`config.mk`:
```
export PLATFORM = sky130hd
export DESIGN_NAME = show_frame_uart_tx_flat
export DESIGN_NICKNAME = d
export VERILOG_FILES = /design/src/rtl/show_frame_uart_tx_if.sv /design/src/rtl/show_frame_uart_tx.sv /design/src/flat_wrapper.sv
export SDC_FILE = /design/constraint.sdc
export NUM_CORES = 1
export LEC_CHECK = 0
export ABC_CLOCK_PERIOD_IN_PS = 4700
export CAP_MARGIN = 0
export CORE_AREA = 2 2 86 171
export DETAILED_ROUTE_END_ITERATION = 10
export DIE_AREA = 0 0 88 173
export MAX_ROUTING_LAYER = met4
export PLACE_DENSITY = 0.88
export SLEW_MARGIN = 15
export SYNTH_ARGS = -nofsm -noshare
export SYNTH_HDL_FRONTEND = slang
export SYNTH_SLANG_ARGS = --single-unit
```
`constraint.sdc`:
```
create_clock -name clk -period 4.7 [get_ports clk]
set_input_delay 0.47 -clock clk [delete_from_list [all_inputs] [get_ports clk]]
set_output_delay 0.47 -clock clk [all_outputs]
set_load 0.02 [all_outputs]
```
`src/rtl/show_frame_uart_tx_if.sv`:
```
// ---------------------------------------------------------------------------
// show_frame_uart_tx_if
// Trace-frame offer channel between the processor top level and the UART
// frame serializer. The producer (master) offers a frame and cannot stall;
// the serializer (slave) reports whether it can take the frame this cycle.
//
// Signals:
//   frame_data  [127:0] frame payload, right-aligned (low frame_len bytes)
//   frame_len   [4:0]   number of bytes to send, 0..16 (larger values clamp)
//   frame_valid         frame offered this cycle
//   frame_ready         serializer is idle and will take an offered frame
// ---------------------------------------------------------------------------
interface show_frame_uart_tx_if;
    logic [127:0] frame_data;
    logic [4:0]   frame_len;
    logic         frame_valid;
    logic         frame_ready;

    modport master (
        output frame_data,
        output frame_len,
        output frame_valid,
        input  frame_ready
    );

    modport slave (
        input  frame_data,
        input  frame_len,
        input  frame_valid,
        output frame_ready
    );
endinterface

```
`src/rtl/show_frame_uart_tx.sv`:
```
// ---------------------------------------------------------------------------
// show_frame_uart_tx
// Serializes 128-bit debug/trace frames onto a UART line, most-significant
// meaningful byte first, 8N1 framing (8E1 when SHOW_TX_PARITY_EN is defined,
// which inserts an even-parity bit between data bit 7 and the stop bit).
// Frames offered while a transmission is in progress are discarded and
// counted in a saturating counter; the producer is never stalled.
//
// Parameters:
//   CLKS_PER_BIT  clock cycles per UART bit (>= 2)
//   DROP_W        width of the dropped-frame counter
//
// Ports:
//   clk       clock
//   reset     asynchronous, active-high reset
//   frame     frame offer channel (show_frame_uart_tx_if.slave)
//   txd       registered UART serial output, idle high
//   busy      high while a frame is being transmitted
//   drop_cnt  saturating count of offered-but-rejected frames
// ---------------------------------------------------------------------------
module show_frame_uart_tx #(
    parameter int CLKS_PER_BIT = 868,
    parameter int DROP_W       = 16
) (
    input  logic                 clk,
    input  logic                 reset,
    show_frame_uart_tx_if.slave  frame,
    output logic                 txd,
    output logic                 busy,
    output logic [DROP_W-1:0]    drop_cnt
);

    localparam int BAUD_W = $clog2(CLKS_PER_BIT);

`ifdef SHOW_TX_PARITY_EN
    typedef enum logic [2:0] {IDLE, START, DATA, PARITY, STOP} state_t;
`else
    typedef enum logic [2:0] {IDLE, START, DATA, STOP} state_t;
`endif

    state_t              state, state_next;
    logic [BAUD_W-1:0]   baud_cnt;
    logic [2:0]          bit_idx;
    logic [4:0]          bytes_left;
    logic [127:0]        frame_q;
    logic                txd_q;
    logic [DROP_W-1:0]   drop_cnt_q;

    logic                ready;
    logic                bit_done;
    logic [4:0]          len_clamped;
    logic                start_frame;
    logic [3:0]          byte_sel;
    logic [7:0]          cur_byte;

    function automatic logic [DROP_W-1:0] sat_inc(input logic [DROP_W-1:0] v);
        return (&v) ? v : v + 1'b1;
    endfunction

    assign ready       = (state == IDLE);
    assign bit_done    = (baud_cnt == BAUD_W'(CLKS_PER_BIT - 1));
    assign len_clamped = (frame.frame_len > 5'd16) ? 5'd16 : frame.frame_len;
    assign start_frame = ready && frame.frame_valid && (len_clamped != 5'd0);

    // bytes_left counts down from L to 1; the byte on the wire is the one at
    // index bytes_left-1. A count of 16 wraps to index 15 in 4 bits.
    assign byte_sel = 4'(bytes_left - 5'd1);
    assign cur_byte = frame_q[{byte_sel, 3'b000} +: 8];

    always_ff @(posedge clk or posedge reset) begin
        if (reset) begin
            state <= IDLE;
        end else begin
            state <= state_next;
        end
    end

    always_comb begin
        state_next = state;
        case (state)
            IDLE:  if (start_frame) state_next = START;
            START: if (bit_done) state_next = DATA;
            DATA: begin
                if (bit_done && bit_idx == 3'd7) begin
`ifdef SHOW_TX_PARITY_EN
                    state_next = PARITY;
`else
                    state_next = STOP;
`endif
                end
            end
`ifdef SHOW_TX_PARITY_EN
            PARITY: if (bit_done) state_next = STOP;
`endif
            STOP: begin
                if (bit_done) state_next = (bytes_left > 5'd1) ? START : IDLE;
            end
            default: state_next = IDLE;
        endcase
    end

    // Payload is captured once at acceptance and needs no reset.
    always_ff @(posedge clk) begin
        if (start_frame) frame_q <= frame.frame_data;
    end

    // txd is loaded with the value of the upcoming bit at each bit boundary,
    // so the line changes exactly on the edge that ends the previous bit.
    always_ff @(posedge clk or posedge reset) begin
        if (reset) begin
            baud_cnt   <= '0;
            bit_idx    <= '0;
            bytes_left <= '0;
            txd_q      <= 1'b1;
            drop_cnt_q <= '0;
        end else begin
            if (frame.frame_valid && !ready) drop_cnt_q <= sat_inc(drop_cnt_q);

            if (state == IDLE) begin
                baud_cnt <= '0;
                bit_idx  <= '0;
                if (start_frame) begin
                    bytes_left <= len_clamped;
                    txd_q      <= 1'b0;
                end
            end else begin
                baud_cnt <= bit_done ? '0 : baud_cnt + 1'b1;
                if (bit_done) begin
                    case (state)
                        START: begin
                            bit_idx <= 3'd0;
                            txd_q   <= cur_byte[0];
                        end
                        DATA: begin
                            if (bit_idx == 3'd7) begin
`ifdef SHOW_TX_PARITY_EN
                                txd_q <= ^cur_byte;
`else
                                txd_q <= 1'b1;
`endif
                            end else begin
                                bit_idx <= bit_idx + 3'd1;
                                txd_q   <= cur_byte[bit_idx + 3'd1];
                            end
                        end
`ifdef SHOW_TX_PARITY_EN
                        PARITY: txd_q <= 1'b1;
`endif
                        STOP: begin
                            bytes_left <= bytes_left - 5'd1;
                            txd_q      <= (bytes_left > 5'd1) ? 1'b0 : 1'b1;
                        end
                        default: txd_q <= 1'b1;
                    endcase
                end
            end
        end
    end

    assign txd               = txd_q;
    assign busy              = !ready;
    assign frame.frame_ready = ready;
    assign drop_cnt          = drop_cnt_q;

endmodule

```
`src/flat_wrapper.sv`:
```
// flat-port wrapper written by rule: the top's interface ports become plain ports
module show_frame_uart_tx_flat 
#(
    parameter int CLKS_PER_BIT = 868,
    parameter int DROP_W       = 16
)
  (clk, reset, txd, busy, drop_cnt, frame_frame_data, frame_frame_len, frame_frame_valid, frame_frame_ready);
  show_frame_uart_tx_if frame_i ();
  input  logic clk;
  input  logic reset;
  output logic txd;
  output logic busy;
  output logic [DROP_W-1:0] drop_cnt;
  input wire logic [$bits(frame_i.frame_data)-1:0] frame_frame_data;
  input wire logic [$bits(frame_i.frame_len)-1:0] frame_frame_len;
  input wire logic [$bits(frame_i.frame_valid)-1:0] frame_frame_valid;
  output wire logic [$bits(frame_i.frame_ready)-1:0] frame_frame_ready;
  assign frame_i.frame_data = frame_frame_data;
  assign frame_i.frame_len = frame_frame_len;
  assign frame_i.frame_valid = frame_frame_valid;
  assign frame_frame_ready = frame_i.frame_ready;
  show_frame_uart_tx #(.CLKS_PER_BIT(CLKS_PER_BIT), .DROP_W(DROP_W)) u_core (.clk(clk), .reset(reset), .frame(frame_i), .txd(txd), .busy(busy), .drop_cnt(drop_cnt));
endmodule
```
==> impl_metrics.json <==
{
  "netlist_top_cells_area": "edfxtp_1, dfrtp_1, mux4_2",
  "clock_skew_ps": 11.67,
  "slew_headroom_pct": 33.93,
  "outcome": "completed",
  "hp-class": "input port to async pin",
  "die_area_um2": 15220,
  "peakVddDrop_mv": 0.2354,
  "cts_tree": "yes",
  "finalPower_mw": 3.254,
  "setup_viol": 0,
  "nets": 742,
  "vias_per_cell": 5.536,
  "hold_viol_final": 0,
  "cts-htree-levels": 4,
  "cts_hold_buf": 0,
  "clockBufferDepth": 2,
  "post_cts_resized": 0,
  "die_height_um": 173,
  "synth_area_um2": 7004,
  "antenna_found_initial": 0,
  "row_count": 61,
  "clk_pin_slew_ps": 70,
  "dp_hpwl_um": 12250,
  "antenna_cells": 0,
  "clock_latency_ps": 420,
  "drive_above_1_share_pct": 11.86,
  "root_buffer": "clkbuf_16",
  "die_w_um": 88,
  "yosys_warnings": 0,
  "routed_wl_um": 16260,
  "p_per_area_nw_per_um2": 349.7,
  "synth-edff-count": 128,
  "numPortBuffers": 154,
  "drc": 0,
  "yosys.cell_count.top_type": "edfxtp_1",
  "routed-via-count": 4407,
  "critPathRequiredTime_ps": 4790,
  "grt_pass1_wl_um": 24950,
  "syn_nets": 580,
  "finalCritPeriodShare_pct": 69.07,
  "groute.usage.overall_pct": 23.24,
  "wl_per_cell_um": 20.43,
  "grt_overflow": 0,
  "ys.flop_type": "edfxtp_1",
  "crit_type": "register to register",
  "area_growth_pct": 32.83,
  "placed_cell_area_um2": 8721,
  "firstDrtPassIters": 5,
  "power_leakage_nw": 3.329,
  "cp.arrival_ps": 3330,
  "met1_length_um": 4997,
  "yosysTopAreaCellShare_pct": 54.88,
  "place_congestion": 0.9208,
  "postCtsSetupRepairBufs": 0,
  "wl_met3_um": 753,
  "ys_ff_latch": 165,
  "rsz0062_at_grt": "false",
  "crit_path_max_fanout": 75,
  "seq_area_frac_synth_pct": 68.11,
  "tightest_slew_ps": 983.9,
  "final_cell_count_no_fill": 796,
  "slew_viol_final": 0,
  "cap_violations": 0,
  "critical_path.startpoint": "u_core.state[0]$_DFFE_PP0P_",
  "clock-sinks": 165,
  "synth_cell_types": 57,
  "netlist_instances": 432,
  "grt_max_degree": 76,
  "final.setup.tns_ps": 0,
  "dr.first_iter.drc_count": 371,
  "post_synth.cell_area_avg_um2": 16.21,
  "ioPinCount": 155,
  "max_freq_mhz": 308.1,
  "start_kind": "register",
  "numCtsBuffers": 17,
  "fin_crit_ps": 3246,
  "route.met2.wl_um": 9748,
  "cp-end-kind": "register",
  "finalInstanceArea_um2": 9304,
  "start_util_pct": 50.70,
  "grt_pass1_vias": 4795,
  "dp_cells": 764,
  "yosysTopAreaCell": "edfxtp_1",
  "async_reset_ff_share_pct": 22.42,
  "antenna_left": 0,
  "worstReg2RegStart": "u_core.state[0]$_DFFE_PP0P_",
  "top_layer": "met4",
  "synth_common_cells": "edfxtp_1, dfrtp_1, nand2_1, nor2_1, nand3_1",
  "coreArea_um2": 13810
}
==> power breakdown <==
group	leakage, nW	internal, mW	switching, mW
Combinational	1.44	0.174	0.109
Clock	0.282	0.712	0.621
Sequential	1.61	1.60	0.0380
Total	3.33	2.49	0.768
==> cell type report <==
cell class / count / area (µm²)
repair buffers: 161 / 1594
multi-input cells: 236 / 2062
inverters: 13 / 56.30
flip-flops and latches: 165 / 4772
fillers: 945 / 4511
clock inverters: 14 / 153.9
well taps: 189 / 236.5
clock buffers: 18 / 429.2
==> cells in the final DEF, fill, tap and decap left out, drive strengths merged, types with 3 or more instances in the layout <==
master / count
mux2i: 3
mux2: 4
a311oi: 3
clkdlybuf4s50: 154
nand2: 33
buf: 7
o311ai: 3
xnor2: 15
nand4: 7
nand3: 25
dfrtp: 36
clkbuf: 18
nor2: 26
nor4: 3
mux4: 30
edfxtp: 128
and3: 3
inv: 21
ha: 12
o21ai: 8
a21oi: 8
xor2: 11
clkinv: 5
nor3: 8
a41o: 3
nand2b: 3
==> registers in the layout, summed over array words and instances (netlist names) <==
| signal | flops |
|---|---|
| u_core.baud_cnt | 10 |
| u_core.state | 2 |
| u_core.drop_cnt | 16 |
| u_core.bit_idx | 3 |
| u_core.txd | 1 |
| u_core.frame_q | 128 |
| u_core.bytes_left | 5 |
==> stage by stage <==
step                setup slack, ps  utilization [%]  hold slack (ps)
CTS                            1467            67.35            457.8
floorplan                     285.7                -            455.2
global placement               1703            63.13            480.8
global route                   1262            67.35            501.7
finish                         1454            67.35            456.0
detailed placement             1482            63.13            480.8
==> path summary, 6_finish.rpt <==
path,slack [ps],to,cells past startpoint
setup / recovery,1450,u_core.frame_q[92]$_DFFE_PP_,6
hold / removal,460,u_core.drop_cnt[6]$_DFFE_PP0P_,3
setup reg to reg,1450,u_core.frame_q[92]$_DFFE_PP_,6
hold reg to reg,490,u_core.drop_cnt[14]$_DFFE_PP0P_,1
max in group asynchronous,3890,u_core.txd$_DFFE_PP1P_,3
min in group clk,490,u_core.drop_cnt[14]$_DFFE_PP0P_,1
==> cells by family (layout without fill, tap and decap cells) <==
logic type,after synthesis,in the layout,share of synthesized area (%)
AO/OA/AOI/OAI,39,39,4.055
XOR/XNOR,26,26,3.358
adder cells (fa/ha/maj),12,12,2.144
buffers and inverters,31,206,2.447
flip-flops,165,165,68.11
multiplexers,37,37,11.31
AND/OR/NAND/NOR,122,122,8.574
==> routing by layer <==
layer | vias to the layer above | track usage, %
met5 | - | -
met2 | 183 | 41.45
met1 | 2155 | 22.77
li1 | 2013 | -
met4 | 0 | 12.56
met3 | 56 | 4.344
==> critical path: stages (launching register included) <==
cell and delay, ps:
dfrtp_1 420, inv_1 150, ha_1 590, inv_2 210
or2_2 390, inv_4 670, buf_4 470
Power figures use the tool's default switching activity.
